==> config.mk <==
export PLATFORM = sky130hd
export DESIGN_NAME = wb_master_queue_flat
export DESIGN_NICKNAME = d
export VERILOG_FILES = /design/src/rtl/wb_master_pkg.sv /design/src/rtl/wb_master_queue_if.sv /design/src/rtl/wb_master_fifo.sv /design/src/rtl/wb_master_queue.sv /design/src/flat_wrapper.sv
export SDC_FILE = /design/constraint.sdc
export NUM_CORES = 1
export LEC_CHECK = 0
export CORE_MARGIN = 10
export CORE_UTILIZATION = 40
export CTS_CLUSTER_SIZE = 20
export DETAILED_ROUTE_END_ITERATION = 10
export DONT_BUFFER_PORTS = 1
export MAX_ROUTING_LAYER = met4
export PLACE_DENSITY = 0.58
export REMOVE_ABC_BUFFERS = 1
export SETUP_SLACK_MARGIN = 0.02
export SLEW_MARGIN = 40
export SYNTH_ARGS = -nofsm -noshare
export SYNTH_HDL_FRONTEND = slang
export SYNTH_SLANG_ARGS = --single-unit
==> constraint.sdc <==
create_clock -name clk -period 3.2 [get_ports clk]
set_input_delay 0.48 -clock clk [delete_from_list [all_inputs] [get_ports clk]]
set_output_delay 0.48 -clock clk [all_outputs]
set_load 0.02 [all_outputs]
==> src/rtl/wb_master_pkg.sv <==
// Shared types for the queued Wishbone master: FSM states and response codes.
// GAP exists only when WB_MASTER_RETRY_EN is defined.
package wb_master_pkg;

`ifdef WB_MASTER_RETRY_EN
    typedef enum logic [1:0] {IDLE, BUS, GAP, RESP} state_e;
`else
    typedef enum logic [1:0] {IDLE, BUS, RESP} state_e;
`endif

    localparam logic [1:0] RSP_OK        = 2'b00;
    localparam logic [1:0] RSP_ERR       = 2'b01;
    localparam logic [1:0] RSP_TIMEOUT   = 2'b10;
    localparam logic [1:0] RSP_RETRY_EXH = 2'b11;

endpackage

==> src/rtl/wb_master_queue_if.sv <==
// Command, response and Wishbone signals of wb_master_queue; master = queue side, slave = environment side.
interface wb_master_queue_if #(
    parameter int ADDR_WIDTH = 32,
    parameter int DATA_WIDTH = 32
);
    localparam int SEL_WIDTH = DATA_WIDTH / 8;

    logic                  cmd_valid;
    logic                  cmd_ready;
    logic                  cmd_we;
    logic [ADDR_WIDTH-1:0] cmd_adr;
    logic [DATA_WIDTH-1:0] cmd_dat;
    logic [SEL_WIDTH-1:0]  cmd_sel;

    logic                  rsp_valid;
    logic                  rsp_ready;
    logic [DATA_WIDTH-1:0] rsp_dat;
    logic [1:0]            rsp_status;

    logic [ADDR_WIDTH-1:0] adr;
    logic [DATA_WIDTH-1:0] dout;
    logic                  cyc;
    logic                  stb;
    logic                  we;
    logic [SEL_WIDTH-1:0]  sel;
    logic [DATA_WIDTH-1:0] din;
    logic                  ack;
    logic                  err;
    logic                  rty;
    logic                  busy;

    modport master (
        input  cmd_valid, cmd_we, cmd_adr, cmd_dat, cmd_sel, rsp_ready, din, ack, err, rty,
        output cmd_ready, rsp_valid, rsp_dat, rsp_status, adr, dout, cyc, stb, we, sel, busy
    );

    modport slave (
        output cmd_valid, cmd_we, cmd_adr, cmd_dat, cmd_sel, rsp_ready, din, ack, err, rty,
        input  cmd_ready, rsp_valid, rsp_dat, rsp_status, adr, dout, cyc, stb, we, sel, busy
    );

endinterface

==> src/rtl/wb_master_fifo.sv <==
// Synchronous FIFO, DEPTH a power of two; push ignored when full, pop ignored when empty.
// Read data is the head entry, valid combinationally whenever empty_o is low.
module wb_master_fifo #(
    parameter int WIDTH = 8,
    parameter int DEPTH = 4
) (
    input  logic             clk,
    input  logic             rst,
    input  logic             push_i,
    input  logic             pop_i,
    input  logic [WIDTH-1:0] wdata_i,
    output logic [WIDTH-1:0] rdata_o,
    output logic             full_o,
    output logic             empty_o
);
    localparam int AW = $clog2(DEPTH);

    logic [WIDTH-1:0] mem_q [DEPTH];
    logic [AW-1:0]    wptr_q, rptr_q;
    logic [AW:0]      cnt_q;
    logic             do_push, do_pop;

    assign full_o  = (cnt_q == (AW+1)'(DEPTH));
    assign empty_o = (cnt_q == '0);
    assign do_push = push_i && !full_o;
    assign do_pop  = pop_i && !empty_o;
    assign rdata_o = mem_q[rptr_q];

    always_ff @(posedge clk) begin
        if (rst) begin
            wptr_q <= '0;
            rptr_q <= '0;
            cnt_q  <= '0;
        end else begin
            if (do_push) wptr_q <= wptr_q + AW'(1);
            if (do_pop)  rptr_q <= rptr_q + AW'(1);
            cnt_q <= cnt_q + (AW+1)'(do_push) - (AW+1)'(do_pop);
        end
    end

    // Storage needs no reset: emptiness is tracked by the count alone.
    always_ff @(posedge clk) begin
        if (do_push) mem_q[wptr_q] <= wdata_i;
    end

endmodule

==> src/rtl/wb_master_queue.sv <==
// Queued Wishbone master: FIFO of commands, one bus transaction at a time, one held response.
// WB_MASTER_RETRY_EN enables re-issue on rty (GAP state, retry counter); otherwise rty acts as err.
module wb_master_queue
    import wb_master_pkg::*;
#(
    parameter int ADDR_WIDTH     = 32,
    parameter int DATA_WIDTH     = 32,
    parameter int DEPTH          = 4,
    parameter int TIMEOUT_CYCLES = 64,
    parameter int MAX_RETRY      = 3
) (
    input  logic              clk,
    input  logic              rst,
    wb_master_queue_if.master bus
);
    localparam int SEL_WIDTH         = DATA_WIDTH / 8;
    localparam logic [15:0] TMO_LIM  = 16'(TIMEOUT_CYCLES);

    typedef struct packed {
        logic                  we;
        logic [ADDR_WIDTH-1:0] adr;
        logic [DATA_WIDTH-1:0] dat;
        logic [SEL_WIDTH-1:0]  sel;
    } cmd_t;

    cmd_t   fifo_in, fifo_out;
    logic   full, empty, pop;

    state_e                state_q;
    logic                  cyc_q, stb_q, we_q;
    logic [ADDR_WIDTH-1:0] adr_q;
    logic [DATA_WIDTH-1:0] dout_q;
    logic [SEL_WIDTH-1:0]  sel_q;
    logic                  rsp_valid_q;
    logic [DATA_WIDTH-1:0] rsp_dat_q;
    logic [1:0]            rsp_status_q;
    logic [15:0]           tmo_q, tmo_d;

    logic                  done_d, fail;
    logic [1:0]            status_d;
    logic [DATA_WIDTH-1:0] dat_d;

`ifdef WB_MASTER_RETRY_EN
    logic [3:0] retry_q;
    logic       retry_go_d;
    assign fail = bus.err;
`else
    assign fail = bus.err || bus.rty;
`endif

    assign fifo_in = '{we: bus.cmd_we, adr: bus.cmd_adr, dat: bus.cmd_dat, sel: bus.cmd_sel};

    wb_master_fifo #(.WIDTH($bits(cmd_t)), .DEPTH(DEPTH)) u_fifo (
        .clk     (clk),
        .rst     (rst),
        .push_i  (bus.cmd_valid),
        .pop_i   (pop),
        .wdata_i (fifo_in),
        .rdata_o (fifo_out),
        .full_o  (full),
        .empty_o (empty)
    );

    assign bus.cmd_ready  = !full;
    assign pop            = (state_q == IDLE) && !empty && !rsp_valid_q;
    assign bus.cyc        = cyc_q;
    assign bus.stb        = stb_q;
    assign bus.we         = we_q;
    assign bus.adr        = adr_q;
    assign bus.dout       = dout_q;
    assign bus.sel        = sel_q;
    assign bus.rsp_valid  = rsp_valid_q;
    assign bus.rsp_dat    = rsp_dat_q;
    assign bus.rsp_status = rsp_status_q;
    assign bus.busy       = !empty || (state_q != IDLE) || rsp_valid_q;

    // Termination decode for the BUS state, priority err > rty > ack > timeout.
    always_comb begin
        done_d   = 1'b0;
        status_d = RSP_OK;
        dat_d    = '0;
        tmo_d    = tmo_q + 16'd1;
`ifdef WB_MASTER_RETRY_EN
        retry_go_d = 1'b0;
`endif
        if (fail) begin
            done_d   = 1'b1;
            status_d = RSP_ERR;
        end
`ifdef WB_MASTER_RETRY_EN
        else if (bus.rty) begin
            if (retry_q == 4'(MAX_RETRY)) begin
                done_d   = 1'b1;
                status_d = RSP_RETRY_EXH;
            end else begin
                retry_go_d = 1'b1;
            end
        end
`endif
        else if (bus.ack) begin
            done_d = 1'b1;
            dat_d  = we_q ? '0 : bus.din;
        end else if (tmo_d == TMO_LIM) begin
            done_d   = 1'b1;
            status_d = RSP_TIMEOUT;
        end
    end

    always_ff @(posedge clk) begin
        if (rst) begin
            state_q      <= IDLE;
            cyc_q        <= 1'b0;
            stb_q        <= 1'b0;
            we_q         <= 1'b0;
            adr_q        <= '0;
            dout_q       <= '0;
            sel_q        <= '0;
            rsp_valid_q  <= 1'b0;
            rsp_dat_q    <= '0;
            rsp_status_q <= RSP_OK;
            tmo_q        <= '0;
`ifdef WB_MASTER_RETRY_EN
            retry_q      <= '0;
`endif
        end else begin
            case (state_q)
                IDLE: begin
                    if (pop) begin
                        state_q <= BUS;
                        cyc_q   <= 1'b1;
                        stb_q   <= 1'b1;
                        we_q    <= fifo_out.we;
                        adr_q   <= fifo_out.adr;
                        dout_q  <= fifo_out.dat;
                        sel_q   <= fifo_out.sel;
                        tmo_q   <= '0;
`ifdef WB_MASTER_RETRY_EN
                        retry_q <= '0;
`endif
                    end
                end
                BUS: begin
                    if (done_d) begin
                        state_q      <= RESP;
                        cyc_q        <= 1'b0;
                        stb_q        <= 1'b0;
                        rsp_valid_q  <= 1'b1;
                        rsp_status_q <= status_d;
                        rsp_dat_q    <= dat_d;
                    end
`ifdef WB_MASTER_RETRY_EN
                    else if (retry_go_d) begin
                        state_q <= GAP;
                        stb_q   <= 1'b0;
                        retry_q <= retry_q + 4'd1;
                        tmo_q   <= '0;
                    end
`endif
                    else begin
                        tmo_q <= tmo_d;
                    end
                end
`ifdef WB_MASTER_RETRY_EN
                GAP: begin
                    state_q <= BUS;
                    stb_q   <= 1'b1;
                end
`endif
                RESP: begin
                    if (bus.rsp_ready) begin
                        state_q     <= IDLE;
                        rsp_valid_q <= 1'b0;
                    end
                end
                default: state_q <= IDLE;
            endcase
        end
    end

endmodule
==> src/flat_wrapper.sv <==
// flat-port wrapper written by rule: the top's interface ports become plain ports
module wb_master_queue_flat import wb_master_pkg::*;
#(
    parameter int ADDR_WIDTH     = 32,
    parameter int DATA_WIDTH     = 32,
    parameter int DEPTH          = 4,
    parameter int TIMEOUT_CYCLES = 64,
    parameter int MAX_RETRY      = 3
)
  (clk, rst, bus_cmd_valid, bus_cmd_we, bus_cmd_adr, bus_cmd_dat, bus_cmd_sel, bus_rsp_ready, bus_din, bus_ack, bus_err, bus_rty, bus_cmd_ready, bus_rsp_valid, bus_rsp_dat, bus_rsp_status, bus_adr, bus_dout, bus_cyc, bus_stb, bus_we, bus_sel, bus_busy);
  wb_master_queue_if #(.ADDR_WIDTH(ADDR_WIDTH), .DATA_WIDTH(DATA_WIDTH)) bus_i ();
  input  logic clk;
  input  logic rst;
  input wire logic [$bits(bus_i.cmd_valid)-1:0] bus_cmd_valid;
  input wire logic [$bits(bus_i.cmd_we)-1:0] bus_cmd_we;
  input wire logic [$bits(bus_i.cmd_adr)-1:0] bus_cmd_adr;
  input wire logic [$bits(bus_i.cmd_dat)-1:0] bus_cmd_dat;
  input wire logic [$bits(bus_i.cmd_sel)-1:0] bus_cmd_sel;
  input wire logic [$bits(bus_i.rsp_ready)-1:0] bus_rsp_ready;
  input wire logic [$bits(bus_i.din)-1:0] bus_din;
  input wire logic [$bits(bus_i.ack)-1:0] bus_ack;
  input wire logic [$bits(bus_i.err)-1:0] bus_err;
  input wire logic [$bits(bus_i.rty)-1:0] bus_rty;
  output wire logic [$bits(bus_i.cmd_ready)-1:0] bus_cmd_ready;
  output wire logic [$bits(bus_i.rsp_valid)-1:0] bus_rsp_valid;
  output wire logic [$bits(bus_i.rsp_dat)-1:0] bus_rsp_dat;
  output wire logic [$bits(bus_i.rsp_status)-1:0] bus_rsp_status;
  output wire logic [$bits(bus_i.adr)-1:0] bus_adr;
  output wire logic [$bits(bus_i.dout)-1:0] bus_dout;
  output wire logic [$bits(bus_i.cyc)-1:0] bus_cyc;
  output wire logic [$bits(bus_i.stb)-1:0] bus_stb;
  output wire logic [$bits(bus_i.we)-1:0] bus_we;
  output wire logic [$bits(bus_i.sel)-1:0] bus_sel;
  output wire logic [$bits(bus_i.busy)-1:0] bus_busy;
  assign bus_i.cmd_valid = bus_cmd_valid;
  assign bus_i.cmd_we = bus_cmd_we;
  assign bus_i.cmd_adr = bus_cmd_adr;
  assign bus_i.cmd_dat = bus_cmd_dat;
  assign bus_i.cmd_sel = bus_cmd_sel;
  assign bus_i.rsp_ready = bus_rsp_ready;
  assign bus_i.din = bus_din;
  assign bus_i.ack = bus_ack;
  assign bus_i.err = bus_err;
  assign bus_i.rty = bus_rty;
  assign bus_cmd_ready = bus_i.cmd_ready;
  assign bus_rsp_valid = bus_i.rsp_valid;
  assign bus_rsp_dat = bus_i.rsp_dat;
  assign bus_rsp_status = bus_i.rsp_status;
  assign bus_adr = bus_i.adr;
  assign bus_dout = bus_i.dout;
  assign bus_cyc = bus_i.cyc;
  assign bus_stb = bus_i.stb;
  assign bus_we = bus_i.we;
  assign bus_sel = bus_i.sel;
  assign bus_busy = bus_i.busy;
  wb_master_queue #(.ADDR_WIDTH(ADDR_WIDTH), .DATA_WIDTH(DATA_WIDTH), .DEPTH(DEPTH), .TIMEOUT_CYCLES(TIMEOUT_CYCLES), .MAX_RETRY(MAX_RETRY)) u_core (.clk(clk), .rst(rst), .bus(bus_i));
endmodule
==> impl_results.md <==
* Status: completed
* Worst R2R End: u_core.bus.rsp_dat[9]
* Pre-antenna DRT Iters at 5
* Peak Freq at ~330 MHz
* Final period util at 0.9373
* Setup slack, reg-to-reg at 0.20 ns
* Share of the synthesized area in the top cell type at 0.5531
* Gpl congestion at approximately 0.8
* Post-DP Area at 15600 um^2
* Hold wc startpoint: bus_din[16]
* Synth Cell Area at roughly 15000 um^2
* Max Slew Vio Count at 0
* Setup CP Type: reg -> reg
* Crit Path Max Fanout at 32
* Final Hold Fails at 0
* Clk pwr share at 0.321
* Peak VDD IR at 0.5827 mV
* Vias in the first global route at 8560
* Setup WS post-layout at 0.2008 ns
* Uppermost layer routed: met4
* Starting DRT DRC Count at 665
* CTS sink count at 406
* First-pass GRT wire length at 52.76 mm
* Clk_lat worst skew at ~0.56 ns
* Max transition margin at 0.4848
* WL/cell at 22.72 um
* Total I/O pin count at approximately 220
* YS warnings at 0
* Seq/Total Area, Yosys at 0.7267
* Seq cells post-synth at a little over 400
* Core Region at 36790 um^2
* Place WS at between 0.2 and 0.25 ns
* Sw Ratio at 0.3184
* Final Hold Slack at 0.05049 ns
* Final setup viols at 0
* EDFF count, synth at 276
* Cell internal pwr at approximately 11 mW
* Synth top area cells: edfxtp_1 55%, dfxtp_1 17%, mux4_2 10%, nand2_1 3.9%, a21oi_1 2.8%
* DR vias at roughly 8200
* Sw Pwr at 4.932 mW
* FF-to-FF Start: u_core.tmo_q[0]
* Reg clk slew, reported paths at ~0.06 ns
* Crit path time final at 2.999 ns
* Starting Density at 0.4074
* Die H at 213.6 um
* DR DRC count at 0
* M1 WL at 15.07 mm
* Final non-filler cell area at around 18000 um^2
* Layout cells sized above 1 at 0.1740
* Worst Setup End Kind: flip-flop
* CTS buffer count at 44
* Reg2Reg Depth at 8
* Rows at 70
* Gr ovfl total at 0
* Hold crit path type: in -> reg
* FILL cells at 3145
* Die width at 213.6 um
* WP data arrival at ~3.4 ns
* Ys flop type: edfxtp_1
* WL met3 at 2.877 mm
* Cells after Synth at 949
* Syn avg cell area at 15.79 um^2
* PwrDens at between 800 and 900 nW/um^2
* Layout Skew at around 0.0085 ns
* Worst Path Required at between 3 and 4 ns
* DRT antenna net count at 0
* Comb pwr share at 0.192
* RSZ-0062 raised after global routing: false
* Cell taking the most area after synthesis: edfxtp_1
* DIE AREA at 45610 um^2
* CTS tree: built
* MaxCap Viol Count at 0
* WHS Endpoint: u_core.bus.rsp_dat[16]
* Distinct cells, synth at 53
* Antenna violations before repair at 5
* CTS Buffer Depth at 3
* Global Route Usage Sum at 0.1573
* Fraction of registers with async set/reset at 0
* Nets at 1150
* P_leak at between 5 and 6 nW
* Area grow syn2layout at 18.71%
* Routed met2 length at 16.39 mm
* IO buf count at 0
* Worst-Margin Slew at 0.7713 ns
* Seq pwr share at 0.487
* Clock root buffer: clkbuf_16
* Largest net degree at the start of global routing at 76
* DR vias/cell at around 5.4
* DPL Wire Length at 20.13 mm
* Post-Route WL at 34.99 mm
* WHS Path Cells at 1
* H-tree depth at 2
* Startpoint types: flip-flop
## per-stage QoR
step,setup TNS [ns],util,cells,power [mW]
after floorplan,-63.25,-,892,9.503
after global placement,0,0.4240,1382,10.55
after detailed placement,0,0.4241,1382,10.61
after CTS,0,0.4837,1537,15.76
after global routing,0,0.4836,1540,16.34
final,0,0.4836,1540,15.49
## placed cells by master (no fill, tap or decap), types with 7 or more instances in the layout
cell and n:
a22o_1 32, buf_4 15, nand2_1 156, xnor2_1 8
a21oi_1 84, ha_1 7, clkbuf_16 47, edfxtp_1 276
clkbuf_1 8, a31oi_1 10, mux4_2 69, dfxtp_1 128
nor3_1 8, inv_1 12, nand4_1 8, nand3_1 12
o21ai_0 7, nor2_1 15, clkinv_2 8, dlygate4sd3_1 69
## power by group through the flow
stage,Sequential (mW),Combinational (mW),Clock [mW]
6_report,7.54,2.98,4.97
5_1_grt,7.66,3.34,5.33
4_1_cts,7.58,3.07,5.12
3_5_place_dp,7.69,2.92,0
3_3_place_gp,7.67,2.89,0
2_1_floorplan,7.54,1.97,0
## worst max path at each step
| stage | from | endpoint | slack [ns] |
|---|---|---|---|
| final | u_core.tmo_q[0] | u_core.bus.rsp_dat[9] | 0.20 |
| after global routing | u_core.tmo_q[0] | u_core.tmo_q[12] | 0.04 |
| after CTS | u_core.tmo_q[0] | u_core.tmo_q[10] | 0.17 |
| after detailed placement | u_core.tmo_q[0] | u_core.tmo_q[10] | 0.22 |
| after global placement | u_core.tmo_q[0] | u_core.bus.rsp_dat[25] | 0.30 |
| after floorplan | u_core.u_fifo.cnt_q[2] | u_core.u_fifo.cnt_q[2] | -1.72 |
## cell families after synthesis
group	after synthesis	synth area share
flops	406	0.7267
simple gates	235	0.07064
compound gates	149	0.06437
mux	71	0.1050
buf+inv	70	0.01995
xor+xnor	9	0.005260
fa+ha+maj	9	0.008016
## synthesized netlist by cell type (4+ instances only)
| cell type | count |
|---|---|
| o21ai_0 | 7 |
| and3_1 | 9 |
| buf_1 | 7 |
| nor3_1 | 8 |
| xnor2_1 | 8 |
| nand2_1 | 156 |
| clkbuf_1 | 40 |
| mux4_2 | 69 |
| edfxtp_1 | 276 |
| a31oi_1 | 10 |
| dfxtp_1 | 130 |
| or3_1 | 5 |
| nor2_1 | 15 |
| nand2b_1 | 4 |
| a22o_1 | 32 |
| buf_2 | 4 |
| inv_1 | 13 |
| nand3_1 | 12 |
| nand4_1 | 8 |
| a21oi_1 | 84 |
| ha_1 | 8 |
## registers in the layout, summed over array words and instances (netlist names)
register	cells
u_core.u_fifo.wptr_q	2
u_core.bus.sel	4
u_core.state_q	2
u_core.u_fifo.mem_q	276
u_core.bus.dout	32
u_core.bus.stb	1
u_core.bus.we	1
u_core.u_fifo.rptr_q	2
u_core.bus.adr	32
u_core.bus.rsp_status	2
u_core.bus.rsp_valid	1
u_core.u_fifo.cnt_q	3
u_core.bus.rsp_dat	32
u_core.tmo_q	16
## layer usage
metal	up-vias	track usage
met4	0	0.04498
li1	3795	-
met3	55	0.04760
met2	260	0.2433
met1	4134	0.1975
met5	-	-
## what timing repair did
item | in CTS | in global routing
endpoints found under the setup margin | 0 | 28
resized for setup | 0 | 1
endpoints found under the hold margin | 327 | 0
setup buffers | 0 | 0
hold buffers | 73 | 0
## layout make-up
| class | instances | area [um^2] | area share |
|---|---|---|---|
| inverters | 13 | 50.05 | 0.002813 |
| well taps | 468 | 585.6 | 0.03292 |
| clock inverters | 22 | 170.2 | 0.009565 |
| multi-input cells | 473 | 3826 | 0.2151 |
| repair buffers | 95 | 977.2 | 0.05493 |
| clock buffers | 60 | 1275 | 0.07167 |
| diodes | 3 | 7.507 | 0.0004220 |
| flip-flops and latches | 406 | 10900 | 0.6126 |
## critical path, cell delays in order (launching register included)
cell and delay (ns):
dfxtp_1 0.52, ha_2 0.32, nand3_4 0.13, or3_1 0.38, a221o_1 0.36, a2111oi_4 0.46
a21oi_2 0.15, o21a_4 0.33, a22o_1 0.22
(Power assumes the default switching activity.)
